--- src/rtl/fnd_monitor.sv ---
// fnd_monitor: receive-side decoder for the multiplexed 4-digit FND bus.
// Debounces each digit select, decodes fonts to BCD and rebuilds the number.
module fnd_monitor #(
  parameter int SETTLE  = 4,
  parameter int TIMEOUT = 1_000_000
) (
  input  logic        clk,
  input  logic        reset,
  input  logic [7:0]  fndFont,
  input  logic [3:0]  fndCom,
  output logic [15:0] bcd,
  output logic [13:0] value,
  output logic [3:0]  dp,
  output logic [3:0]  blank,
  output logic        err,
  output logic        valid,
  output logic        frame_done
);

  localparam int TW = $clog2(TIMEOUT + 1);
  localparam logic [7:0]    SET_LAST = 8'(SETTLE - 1);
  localparam logic [TW-1:0] TO_MAX   = TW'(TIMEOUT);
  localparam logic [TW-1:0] TO_HIT   = TW'(TIMEOUT - 1);

  typedef enum logic [1:0] {
    ST_IDLE,
    ST_SETTLE,
    ST_HELD
  } state_t;

  logic [3:0]      r_com;
  logic [7:0]      r_font;
  state_t          r_state;
  state_t          w_state_nxt;
  logic [7:0]      r_cnt;
  logic [7:0]      w_cnt_nxt;
  logic [3:0]      r_pat;
  logic [3:0]      w_pat_nxt;
  logic            w_cap;
  logic            w_go;
  logic            w_one;
  logic            w_same;
  logic [1:0]      w_slot;

  logic [3:0]      w_dnib;
  logic            w_dblk;
  logic            w_dinv;

  logic [3:0][3:0] r_nib;
  logic [3:0]      r_dps;
  logic [3:0]      r_blk;
  logic [3:0]      r_inv;
  logic [3:0]      r_seen;
  logic [3:0]      w_seen_nxt;
  logic            w_done;

  logic [TW-1:0]   r_to;
  logic            w_stale;

  logic [13:0]     w_value;
  logic            w_err;

  // Register the bus once; everything downstream uses these copies.
  always_ff @(posedge clk or posedge reset) begin
    if (reset) begin
      r_com  <= 4'hF;
      r_font <= 8'hFF;
    end else begin
      r_com  <= fndCom;
      r_font <= fndFont;
    end
  end

  // Classify the registered select: exactly one low bit, and which slot.
  always_comb begin
    w_one  = 1'b1;
    w_slot = 2'd0;
    case (r_com)
      4'b1110: w_slot = 2'd0;
      4'b1101: w_slot = 2'd1;
      4'b1011: w_slot = 2'd2;
      4'b0111: w_slot = 2'd3;
      default: w_one  = 1'b0;
    endcase
  end

  assign w_same = (r_com == r_pat);

  // Debounce FSM next state: count stable cycles, capture once per slot visit.
  always_comb begin
    w_state_nxt = r_state;
    w_cnt_nxt   = r_cnt;
    w_pat_nxt   = r_pat;
    w_cap       = 1'b0;
    w_go        = 1'b0;
    unique case (r_state)
      ST_IDLE: begin
        w_cnt_nxt = 8'd0;
        if (w_one) w_go = 1'b1;
      end
      ST_SETTLE: begin
        if (!w_one) begin
          w_state_nxt = ST_IDLE;
          w_cnt_nxt   = 8'd0;
        end else if (!w_same) begin
          w_go = 1'b1;
        end else if (r_cnt == SET_LAST) begin
          w_cap       = 1'b1;
          w_cnt_nxt   = r_cnt + 8'd1;
          w_state_nxt = ST_HELD;
        end else begin
          w_cnt_nxt = r_cnt + 8'd1;
        end
      end
      ST_HELD: begin
        if (!w_one) begin
          w_state_nxt = ST_IDLE;
          w_cnt_nxt   = 8'd0;
        end else if (!w_same) begin
          w_go = 1'b1;
        end
      end
      default: begin
        w_state_nxt = ST_IDLE;
        w_cnt_nxt   = 8'd0;
      end
    endcase
    if (w_go) begin
      w_pat_nxt = r_com;
      w_cnt_nxt = 8'd1;
      if (SETTLE == 1) begin
        w_cap       = 1'b1;
        w_state_nxt = ST_HELD;
      end else begin
        w_state_nxt = ST_SETTLE;
      end
    end
  end

  // Debounce FSM state register.
  always_ff @(posedge clk or posedge reset) begin
    if (reset) begin
      r_state <= ST_IDLE;
      r_cnt   <= 8'd0;
      r_pat   <= 4'hF;
    end else begin
      r_state <= w_state_nxt;
      r_cnt   <= w_cnt_nxt;
      r_pat   <= w_pat_nxt;
    end
  end

  // Segment pattern back to a BCD nibble; unknown shapes flag invalid.
  always_comb begin
    w_dnib = 4'hF;
    w_dblk = 1'b0;
    w_dinv = 1'b0;
    case (r_font[6:0])
      7'h40: w_dnib = 4'd0;
      7'h79: w_dnib = 4'd1;
      7'h24: w_dnib = 4'd2;
      7'h30: w_dnib = 4'd3;
      7'h19: w_dnib = 4'd4;
      7'h12: w_dnib = 4'd5;
      7'h02: w_dnib = 4'd6;
      7'h78: w_dnib = 4'd7;
      7'h00: w_dnib = 4'd8;
      7'h10: w_dnib = 4'd9;
      7'h7F: begin
        w_dnib = 4'd0;
        w_dblk = 1'b1;
      end
      default: w_dinv = 1'b1;
    endcase
  end

  // Slot store: a capture overwrites whatever the slot held.
  always_ff @(posedge clk or posedge reset) begin
    if (reset) begin
      r_nib <= '0;
      r_dps <= 4'h0;
      r_blk <= 4'h0;
      r_inv <= 4'h0;
    end else if (w_cap) begin
      r_nib[w_slot] <= w_dnib;
      r_dps[w_slot] <= ~r_font[7];
      r_blk[w_slot] <= w_dblk;
      r_inv[w_slot] <= w_dinv;
    end
  end

  assign w_done  = (r_seen == 4'hF);
  assign w_stale = !w_cap && (r_to >= TO_HIT);

  // Seen mask: emptied on frame load or staleness, a capture always lands.
  always_comb begin
    w_seen_nxt = w_done ? 4'h0 : r_seen;
    if (w_cap) begin
      w_seen_nxt[w_slot] = 1'b1;
    end else if (w_stale) begin
      w_seen_nxt = 4'h0;
    end
  end

  // Seen mask register.
  always_ff @(posedge clk or posedge reset) begin
    if (reset) r_seen <= 4'h0;
    else       r_seen <= w_seen_nxt;
  end

  // Cycles since the last capture, saturating at the stale limit.
  always_ff @(posedge clk or posedge reset) begin
    if (reset) begin
      r_to <= '0;
    end else if (w_cap) begin
      r_to <= '0;
    end else if (r_to != TO_MAX) begin
      r_to <= r_to + TW'(1);
    end
  end

  assign w_err   = |r_inv;
  assign w_value = 14'(r_nib[3]) * 14'd1000
                 + 14'(r_nib[2]) * 14'd100
                 + 14'(r_nib[1]) * 14'd10
                 + 14'(r_nib[0]);

  // Output frame: load on completion, drop valid when the bus goes quiet.
  always_ff @(posedge clk or posedge reset) begin
    if (reset) begin
      bcd        <= 16'h0;
      value      <= 14'h0;
      dp         <= 4'h0;
      blank      <= 4'h0;
      err        <= 1'b0;
      valid      <= 1'b0;
      frame_done <= 1'b0;
    end else begin
      frame_done <= w_done;
      if (w_done) begin
        bcd   <= r_nib;
        value <= w_err ? 14'h0 : w_value;
        dp    <= r_dps;
        blank <= r_blk;
        err   <= w_err;
        valid <= 1'b1;
      end else if (w_stale) begin
        valid <= 1'b0;
      end
    end
  end

endmodule

--- config.mk ---
export PLATFORM = sky130hd
export DESIGN_NAME = fnd_monitor
export DESIGN_NICKNAME = d
export VERILOG_FILES = /design/src/rtl/fnd_monitor.sv
export SDC_FILE = /design/constraint.sdc
export NUM_CORES = 1
export LEC_CHECK = 0
export CORE_MARGIN = 4
export CORE_UTILIZATION = 35
export CTS_CLUSTER_DIAMETER = 100
export DETAILED_ROUTE_END_ITERATION = 6
export DONT_BUFFER_PORTS = 1
export MAX_ROUTING_LAYER = met4
export PLACE_DENSITY = 0.46
export SLEW_MARGIN = 20
export SYNTH_ARGS = -nofsm -noshare
export SYNTH_HDL_FRONTEND = slang
export SYNTH_SLANG_ARGS = --single-unit
--- constraint.sdc ---
create_clock -name clk -period 5.7 [get_ports clk]
set_clock_uncertainty 0.15 [all_clocks]
set_input_delay 0.285 -clock clk [delete_from_list [all_inputs] [get_ports clk]]
set_output_delay 0.285 -clock clk [all_outputs]
set_load 0.01 [all_outputs]
==> results of run 1 <==
-- logic make-up (layout without fill, tap and decap cells) --
| logic type | Yosys count | count (layout) |
|---|---|---|
| AND/OR/NAND/NOR | 220 | 220 |
| flip-flops | 119 | 119 |
| AO/OA/AOI/OAI | 109 | 109 |
| adder cells (fa/ha/maj) | 75 | 75 |
| buffers and inverters | 66 | 97 |
| XOR/XNOR | 41 | 41 |
| multiplexers | 17 | 17 |
-- worst register-to-register path, stage by stage, from the launching register on --
cell and delay (ns):
dfrtp_1 0.49, fa_1 0.63, inv_1 0.10, fa_1 0.51
inv_1 0.05, ha_1 0.33, inv_1 0.07, o21ai_0 0.08
a21oi_1 0.21, xor2_1 0.17, ha_1 0.25, ha_1 0.29
ha_1 0.36, a21o_1 0.21, a211oi_1 0.24, o22ai_1 0.12
xor2_1 0.18, xnor2_1 0.13, a22o_1 0.19
-- worst max-delay path by stage --
stage | end | startpoint | slack, ns
2_1_floorplan | value[13] | r_nib[14] | 1.12
3_3_place_gp | value[13] | r_nib[14] | 0.94
6_report | value[13] | r_nib[14] | 0.85
5_1_grt | value[13] | r_nib[14] | 0.49
4_1_cts | value[13] | r_nib[14] | 0.83
3_5_place_dp | value[13] | r_nib[14] | 0.82
-- stage by stage --
step           hold WS [ns]  power (mW)  cell area (um^2)  setup WS, ns
2_1_floorplan         0.139        1.05              6610          1.12
3_3_place_gp          0.140        1.08              6870         0.942
3_5_place_dp          0.140        1.08              6870         0.821
4_1_cts               0.235        2.21              7610         0.826
5_1_grt               0.244        2.28              7610         0.490
6_report              0.259        2.18              7610         0.845
-- power by group --
group | total [mW] | switching, mW | internal [mW]
combinational | 0.150 | 0.0858 | 0.0642
sequential | 0.926 | 0.0345 | 0.891
clock | 1.11 | 0.416 | 0.691
total | 2.18 | 0.536 | 1.65
-- layer usage --
metal | track usage | up-vias
met1 | 0.182 | 2232
met2 | 0.231 | 62
met5 | - | -
met4 | 0.0465 | 0
met3 | 0.0399 | 15
li1 | - | 2267
-- layout by cell type (no fill, tap or decap), drive strengths merged, types with 6 or more instances in the layout --
cell type	synthesis	routed
fa	17	17
inv	47	49
and3	7	7
nand2	97	97
nand3	11	11
a21oi	24	24
a21o	8	8
dfrtp	103	103
ha	58	58
clkbuf	15	18
nand4	11	11
clkinv	1	6
dfstp	16	16
xor2	19	19
a22o	14	14
or3	12	12
nor2	45	45
o21ai	40	40
dlygate4sd3	0	13
mux2	13	13
xnor2	22	22
-- sequential cells by signal, summed over array words and instances, names as in the netlist --
signal and flops:
r_blk 4, r_pat 4, bcd 16, r_dps 4, r_com 4, r_to 20
r_seen 4, r_state 2, frame_done 1, dp 4, r_font 8, err 1
value 14, r_inv 4, valid 1, r_cnt 8, r_nib 16, blank 4
-- layout make-up --
cell class	count	area [um^2]
fill	1813	11000
multi-input combinational	462	3370
sequential	119	3000
clock buffer	18	429
tap	234	293
inverter	48	183
clock inverter	14	176
timing repair buffer	17	160
-- timing repair --
action / 4_1_cts / 5_1_grt
hold endpoints to repair: 45 / 0
hold buffers: 13 / 0
gates resized for setup: 0 / 0
==> results.sh, run 1 <==
export IMPL_critPathKind="reg2reg"
export IMPL_synth_simple_area_share=0.158
export IMPL_grt_pass1_wl_um=24200
export IMPL_initial_core_util=0.355
export IMPL_syn_to_final_growth_pct=15.0
export IMPL_arrival_ns=5.01
export IMPL_firstDrtPassIters=4
export IMPL_critPathMaxFanout=7
export IMPL_worst_pin_slew_ns=0.994
export IMPL_fp_row_count=50
export IMPL_met1_length_um=6550
export IMPL_drive_above_1_share=0.0973
export IMPL_path_depth=18
export IMPL_yosysMostFrequentCell="dfrtp_1"
export IMPL_maxCapViolations=0
export IMPL_place_congestion=0.791
export IMPL_synth_seq_cells=119
export IMPL_syn_area_um2=6610
export IMPL_holdPathEnd="r_com[2]"
export IMPL_layout_min_cycle_time_ns=4.85
export IMPL_crit_family="adder cells"
export IMPL_synth_cell_types=54
export IMPL_grt_max_degree=72
export IMPL_wl_per_cell_um=15.8
export IMPL_r2r_end="value[13]"
export IMPL_synth_edf_count=0
export IMPL_yosysTopAreaCellShare=0.390
export IMPL_slowest_stage="fa_1"
export IMPL_grtUsageTotal=0.146
export IMPL_layout_worst_path_cycle_share=0.852
export IMPL_setup_tns_ns=0
export IMPL_yosysTopAreaCell="dfrtp_1"
export IMPL_fmax_mhz=206
export IMPL_synthAdderAreaFrac=0.161
export IMPL_ios=55
export IMPL_ys_top_cells_by_count="dfrtp_1 (103), nand2_1 (96), ha_1 (58), inv_1 (47), nor2_1 (45)"
export IMPL_clockRootBuffer="clkbuf_16"
export IMPL_fin_nets=754
export IMPL_place_inst=867
export IMPL_drc=0
export IMPL_hp_class="in2reg"
export IMPL_slowest_delay_ns=0.63
export IMPL_synthMuxAreaShare=0.0282
export IMPL_clkTransAtPathRegs_ns=0.06
export IMPL_reg2reg_from="r_nib[14]"
export IMPL_ys_async_sr_fraction=1.00
export IMPL_wl_met2_um=7040
export IMPL_die_h_um=145
export IMPL_core_area_um2=18600
export IMPL_regToRegSetupSlack_ns=0.85
export IMPL_leakage_nw=3.80
export IMPL_dr_total_vias=4576
export IMPL_required_ns=5.86
export IMPL_outcome="finished, final reports clean"
export IMPL_wirelength_um=14400
export IMPL_slew_headroom=0.334
export IMPL_end_kind="register"
export IMPL_mappedNetlistNets=736
export IMPL_cts_max_level=4
export IMPL_cts_buffers=17
export IMPL_dieArea_um2=21200
export IMPL_diodes=0
export IMPL_worst_r2r_cell_count=18
export IMPL_min_from="fndCom[2]"
export IMPL_wl_met3_um=582
export IMPL_synthXorXnorAreaFrac=0.0543
export IMPL_postCtsSetupRepairBufs=0
export IMPL_synthTopCellsByArea="dfrtp_1 (39%), ha_1 (11%), dfstp_2 (6.4%)"
export IMPL_setup_viol=0
export IMPL_peakVddDrop_v=0.000195
export IMPL_antenna_found_initial=0
export IMPL_cts_tree="built"
export IMPL_synth_compound_area_frac=0.107
export IMPL_ys_seq_area_frac=0.453
export IMPL_rsz0062_at_grt="false"
export IMPL_clock_path_buffers=2
export IMPL_yosysWarnings=0
export IMPL_start_kind="register"
export IMPL_hpwl_um=10600
export IMPL_synthCells=647
export IMPL_synth_top_family_by_area="adder cells"
export IMPL_post_route_util=0.408
export IMPL_die_x_um=145
export IMPL_cp_common_cell="ha_1"
export IMPL_grt_pass1_vias=4693
export IMPL_synth_flop_cell="dfrtp_1"
export IMPL_finalNonFillerCells=912
export IMPL_port_buffers=0
export IMPL_vias_per_cell=5.02
export IMPL_grt_ovfl_total=0
export IMPL_min_path_cells=1
export IMPL_slew_viol_final=0
export IMPL_cellPowerDensity_nw_per_um2=287
export IMPL_drtIter0Drc=205
export IMPL_crit_path_cell_trace="fa_1 -> inv_1 -> fa_1 -> inv_1 -> ha_1 -> inv_1 -> o21ai_0 -> a21oi_1 -> xor2_1 -> ha_1 -> ha_1 -> ha_1 -> a21o_1 -> a211oi_1 -> o22ai_1 -> xor2_1 -> xnor2_1 -> a22o_1"
export IMPL_crit_buf_inv=3
export IMPL_cts_sink_count=119
export IMPL_highest_layer="met4"
export IMPL_clk_latency_ns=0.42
export IMPL_final_hold_violation_count=0
export IMPL_syn_area_per_cell_um2=10.2
export IMPL_ant_nets=0
Note: power is estimated with default switching activity, not from simulation.
==> run 2: changes to the inputs <==
==> constraint.sdc (replaced) <==
create_clock -name clk -period 5.7 [get_ports clk]
set_clock_uncertainty 0.15 [all_clocks]
set_input_delay 0.855 -clock clk [delete_from_list [all_inputs] [get_ports clk]]
set_output_delay 0.855 -clock clk [all_outputs]
set_load 0.01 [all_outputs]
==> results.sh, run 2 (synthesis gave the netlist of run 1 again) <==
export IMPL_cts_max_level=4
export IMPL_antenna_found_initial=0
export IMPL_fmax_mhz=206
export IMPL_maxCapViolations=0
export IMPL_initial_core_util=0.355
export IMPL_finalNonFillerCells=899
export IMPL_cellPowerDensity_nw_per_um2=286
export IMPL_place_inst=867
export IMPL_cts_hold_buf=0
export IMPL_hpwl_um=10400
export IMPL_slew_headroom=0.379
export IMPL_design_area_um2=7460
export IMPL_setup_ws_ns=0.853
export IMPL_drc=0
export IMPL_cts_resized=0
export IMPL_grt_pass1_wl_um=23700
export IMPL_place_congestion=0.798
export IMPL_ant_nets=0
export IMPL_ios=55
export IMPL_hp_class="in2async"
export IMPL_clockRootBuffer="clkbuf_16"
export IMPL_firstDrtPassIters=4
export IMPL_dr_total_vias=4509
export IMPL_core_area_um2=18600
export IMPL_leakage_nw=3.74
export IMPL_mostFrequentLayoutCell="dfrtp_1"
export IMPL_setup_viol=0
export IMPL_vias_per_cell=5.02
export IMPL_arrival_ns=5.00
export IMPL_drive_above_1_share=0.0992
export IMPL_reg_top3="r_to x20, bcd x16, r_nib x16"
export IMPL_fill_cells=1836
export IMPL_setup_tns_ns=0
export IMPL_final_hold_violation_count=0
export IMPL_final_cell_mix="dfrtp_1 (103), nand2_1 (96), ha_1 (58)"
export IMPL_cts_sink_count=119
export IMPL_start_kind="register"
export IMPL_cts_tree="built"
export IMPL_grt_max_degree=81
export IMPL_fin_nets=741
export IMPL_post_place_ws_ns=0.854
export IMPL_top_register="r_to"
export IMPL_clkTransAtPathRegs_ns=0.06
export IMPL_rsz0062_at_grt="false"
export IMPL_wl_per_cell_um=15.6
export IMPL_grt_pass1_vias=4663
export IMPL_diodes=0
export IMPL_end_kind="register"
export IMPL_worst_pin_slew_ns=0.926
export IMPL_cts_buffers=17
export IMPL_placed_area_um2=6870
export IMPL_multi_input_area_um2=3370
export IMPL_slew_viol_final=0
export IMPL_outcome="finished, final reports clean"
export IMPL_port_buffers=0
export IMPL_grt_ovfl_total=0
export IMPL_clock_path_buffers=2
export IMPL_clk_latency_ns=0.42
export IMPL_layout_min_cycle_time_ns=4.85
export IMPL_layout_worst_path_cycle_share=0.850
export IMPL_peakVddDrop_v=0.000201
export IMPL_drtIter0Drc=286
export IMPL_required_ns=5.85
export IMPL_regArea_um2=3000
export IMPL_die_x_um=145
export IMPL_fp_row_count=50
export IMPL_critPathMaxFanout=7
export IMPL_wirelength_um=14000
export IMPL_grtUsageTotal=0.143
export IMPL_syn_to_final_growth_pct=12.9
export IMPL_largest_reg_flops=20
export IMPL_dieArea_um2=21200
export IMPL_postCtsSetupRepairBufs=0
export IMPL_critPathKind="reg2reg"
export IMPL_post_route_util=0.400
export IMPL_die_h_um=145
[run 2: where the power goes]
group	switching [mW]	total [mW]	internal (mW)
combinational	0.0833	0.142	0.0584
sequential	0.0352	0.927	0.892
clock	0.410	1.07	0.659
[run 2: metal layers]
metal  track usage  vias to the layer above  wire length [um]
met5             -                        -                 0
met4        0.0513                        0               219
met3        0.0420                       17               615
met2         0.231                       57              6870
met1         0.171                     2201              6340
li1              -                     2234                 -
[run 2: critical path, stage by stage, from the launching register on]
cell	delay, ns
dfrtp_1	0.47
fa_1	0.60
inv_1	0.10
fa_1	0.51
inv_1	0.04
ha_1	0.33
inv_1	0.08
o21ai_0	0.08
a21oi_1	0.21
xor2_1	0.17
ha_1	0.25
ha_1	0.29
ha_1	0.36
a21o_1	0.22
a211oi_1	0.24
o22ai_1	0.12
xor2_1	0.18
xnor2_1	0.13
a22o_1	0.20
[run 2: final timing paths]
path / from / end / slack, ns / cells after the start
setup / recovery: r_nib[14] / value[13] / 0.85 / 18
hold / removal: reset / r_cnt[7] / 0.26 / 1
setup reg to reg: r_nib[14] / value[13] / 0.85 / 18
hold reg to reg: r_dps[3] / dp[3] / 0.33 / 2
max in group asynchronous: reset / r_blk[0] / 4.10 / 2
min in group clk: fndCom[0] / r_com[0] / 0.28 / 0
[run 2: final cells by class]
type	instances	area share
clock inverter	13	0.0196
timing repair buffer	4	0.00402
tap	234	0.0392
inverter	48	0.0248
multi-input combinational	462	0.451
clock buffer	19	0.0593
sequential	119	0.402
[run 2: per-stage QoR]
stage / hold WS (ns) / power, mW
4_1_cts: 0.261 / 2.17
5_1_grt: 0.258 / 2.24
3_5_place_dp: 0.309 / 1.08
2_1_floorplan: 0.285 / 1.05
3_3_place_gp: 0.301 / 1.08
6_report: 0.263 / 2.14
==> run 3: changes to the inputs <==
--- a/config.mk
+++ b/config.mk
@@ -11,7 +11,7 @@
 export DETAILED_ROUTE_END_ITERATION = 6
 export DONT_BUFFER_PORTS = 1
 export MAX_ROUTING_LAYER = met4
-export PLACE_DENSITY = 0.46
+export PLACE_DENSITY = 0.57
 export SLEW_MARGIN = 20
 export SYNTH_ARGS = -nofsm -noshare
 export SYNTH_HDL_FRONTEND = slang
==> constraint.sdc (replaced) <==
create_clock -name clk -period 5.9 [get_ports clk]
set_clock_uncertainty 0.15 [all_clocks]
set_input_delay 0.885 -clock clk [delete_from_list [all_inputs] [get_ports clk]]
set_output_delay 0.885 -clock clk [all_outputs]
set_load 0.01 [all_outputs]
==> results.sh, run 3 (synthesis gave the netlist of run 1 again) <==
export IMPL_finalNonFillerCells=900
export IMPL_peakVddDrop_v=0.000202
export IMPL_dr_total_vias=4575
export IMPL_hp_class="in2async"
export IMPL_fp_row_count=50
export IMPL_antenna_found_initial=0
export IMPL_design_area_um2=7500
export IMPL_layout_worst_path_cycle_share=0.849
export IMPL_mostFrequentLayoutCell="dfrtp_1"
export IMPL_syn_to_final_growth_pct=13.4
export IMPL_cts_hold_buf=0
export IMPL_cts_sink_count=119
export IMPL_fin_nets=742
export IMPL_grt_pass1_vias=4693
export IMPL_start_kind="register"
export IMPL_rsz0062_at_grt="false"
export IMPL_grt_ovfl_total=0
export IMPL_fill_cells=1801
export IMPL_die_h_um=145
export IMPL_arrival_ns=5.17
export IMPL_hpwl_um=10400
export IMPL_setup_ws_ns=0.889
export IMPL_vias_per_cell=5.08
export IMPL_drtIter0Drc=203
export IMPL_drive_above_1_share=0.0991
export IMPL_placed_area_um2=6870
export IMPL_cellPowerDensity_nw_per_um2=280
export IMPL_firstDrtPassIters=4
export IMPL_end_kind="register"
export IMPL_port_buffers=0
export IMPL_cts_max_level=4
export IMPL_layout_min_cycle_time_ns=5.01
export IMPL_final_hold_violation_count=0
export IMPL_final_cell_mix="dfrtp_1 (103), nand2_1 (96), ha_1 (58)"
export IMPL_clkTransAtPathRegs_ns=0.06
export IMPL_grt_pass1_wl_um=23700
export IMPL_diodes=0
export IMPL_cts_buffers=17
export IMPL_place_congestion=0.819
export IMPL_cts_tree="built"
export IMPL_place_inst=867
export IMPL_wl_per_cell_um=15.5
export IMPL_dieArea_um2=21200
export IMPL_setup_tns_ns=0
export IMPL_worst_pin_slew_ns=0.893
export IMPL_ios=55
export IMPL_clk_latency_ns=0.41
export IMPL_required_ns=6.06
export IMPL_multi_input_area_um2=3370
export IMPL_largest_reg_flops=20
export IMPL_setup_viol=0
export IMPL_slew_headroom=0.397
export IMPL_leakage_nw=3.76
export IMPL_core_area_um2=18600
export IMPL_postCtsSetupRepairBufs=0
export IMPL_grt_max_degree=63
export IMPL_critPathKind="reg2reg"
export IMPL_post_place_ws_ns=0.898
export IMPL_top_register="r_to"
export IMPL_wirelength_um=13900
export IMPL_slew_viol_final=0
export IMPL_initial_core_util=0.355
export IMPL_outcome="finished, final reports clean"
export IMPL_die_x_um=145
export IMPL_fmax_mhz=200
export IMPL_drc=0
export IMPL_clockRootBuffer="clkbuf_16"
export IMPL_regArea_um2=3000
export IMPL_clock_path_buffers=2
export IMPL_cts_resized=0
export IMPL_critPathMaxFanout=7
export IMPL_maxCapViolations=0
export IMPL_grtUsageTotal=0.143
export IMPL_reg_top3="r_to x20, bcd x16, r_nib x16"
export IMPL_ant_nets=0
## run 3: cell count changes in the layout (fill, tap and decap cells not counted)
cell        before  now
nor3_1           3    4
clkbuf_8         1    3
bufinv_16        2    3
inv_4            0    1
buf_6            0    1
clkbuf_1         1    2
inv_6            4    1
clkinvlp_4       5    3
nor2_2           0    1
nor3_2           1    0
nor2_1          45   44
## run 3: where the power goes
group	leakage [nW]	total [mW]	internal (mW)	switching [mW]
Sequential	1.59	0.895	0.862	0.0330
Combinational	1.88	0.138	0.0578	0.0797
Clock	0.293	1.07	0.699	0.368
Total	3.76	2.10	1.62	0.480
## run 3: cell type report
class,instances,share of cell area
flip-flops and latches,119,0.400
clock inverters,10,0.0192
clock buffers,22,0.0632
well taps,234,0.0390
multi-input cells,462,0.449
repair buffers,5,0.00551
inverters,48,0.0244
## run 3: metal layers
layer | part of all wire | wire (um) | track usage
met4 | 0.025 | 346 | 0.0598
met3 | 0.050 | 692 | 0.0461
met5 | 0 | 0 | -
met2 | 0.49 | 6840 | 0.232
met1 | 0.43 | 6060 | 0.163
## run 3: path summary, 6_finish.rpt
kind,slack [ns],depth (start not counted),startpoint,to
worst min-delay path,0.31,1,reset,r_to[18]
min in group clk,0.31,2,r_blk[0],blank[0]
worst max register to register,0.89,18,r_nib[14],value[13]
max in group asynchronous,4.06,2,reset,bcd[4]
worst min register to register,0.31,2,r_blk[0],blank[0]
worst max-delay path,0.89,18,r_nib[14],value[13]
## run 3: critical path: stages, from the launching register on
cell and delay [ns]:
dfrtp_1 0.48, fa_1 0.61, inv_1 0.10, fa_1 0.51
inv_1 0.04, ha_1 0.32, inv_1 0.06, o21ai_0 0.24
a21oi_1 0.15, xor2_1 0.16, ha_1 0.31, ha_1 0.30
ha_1 0.36, a21o_1 0.22, a211oi_1 0.27, o22ai_1 0.13
xor2_1 0.18, xnor2_1 0.13, a22o_1 0.19
## run 3: per-stage QoR
step	hold WS (ns)	util	power [mW]
floorplan	0.285	-	1.01
global placement	0.302	0.368	1.04
detailed placement	0.305	0.368	1.05
CTS	0.293	0.401	2.13
global route	0.286	0.402	2.20
finish	0.309	0.402	2.10
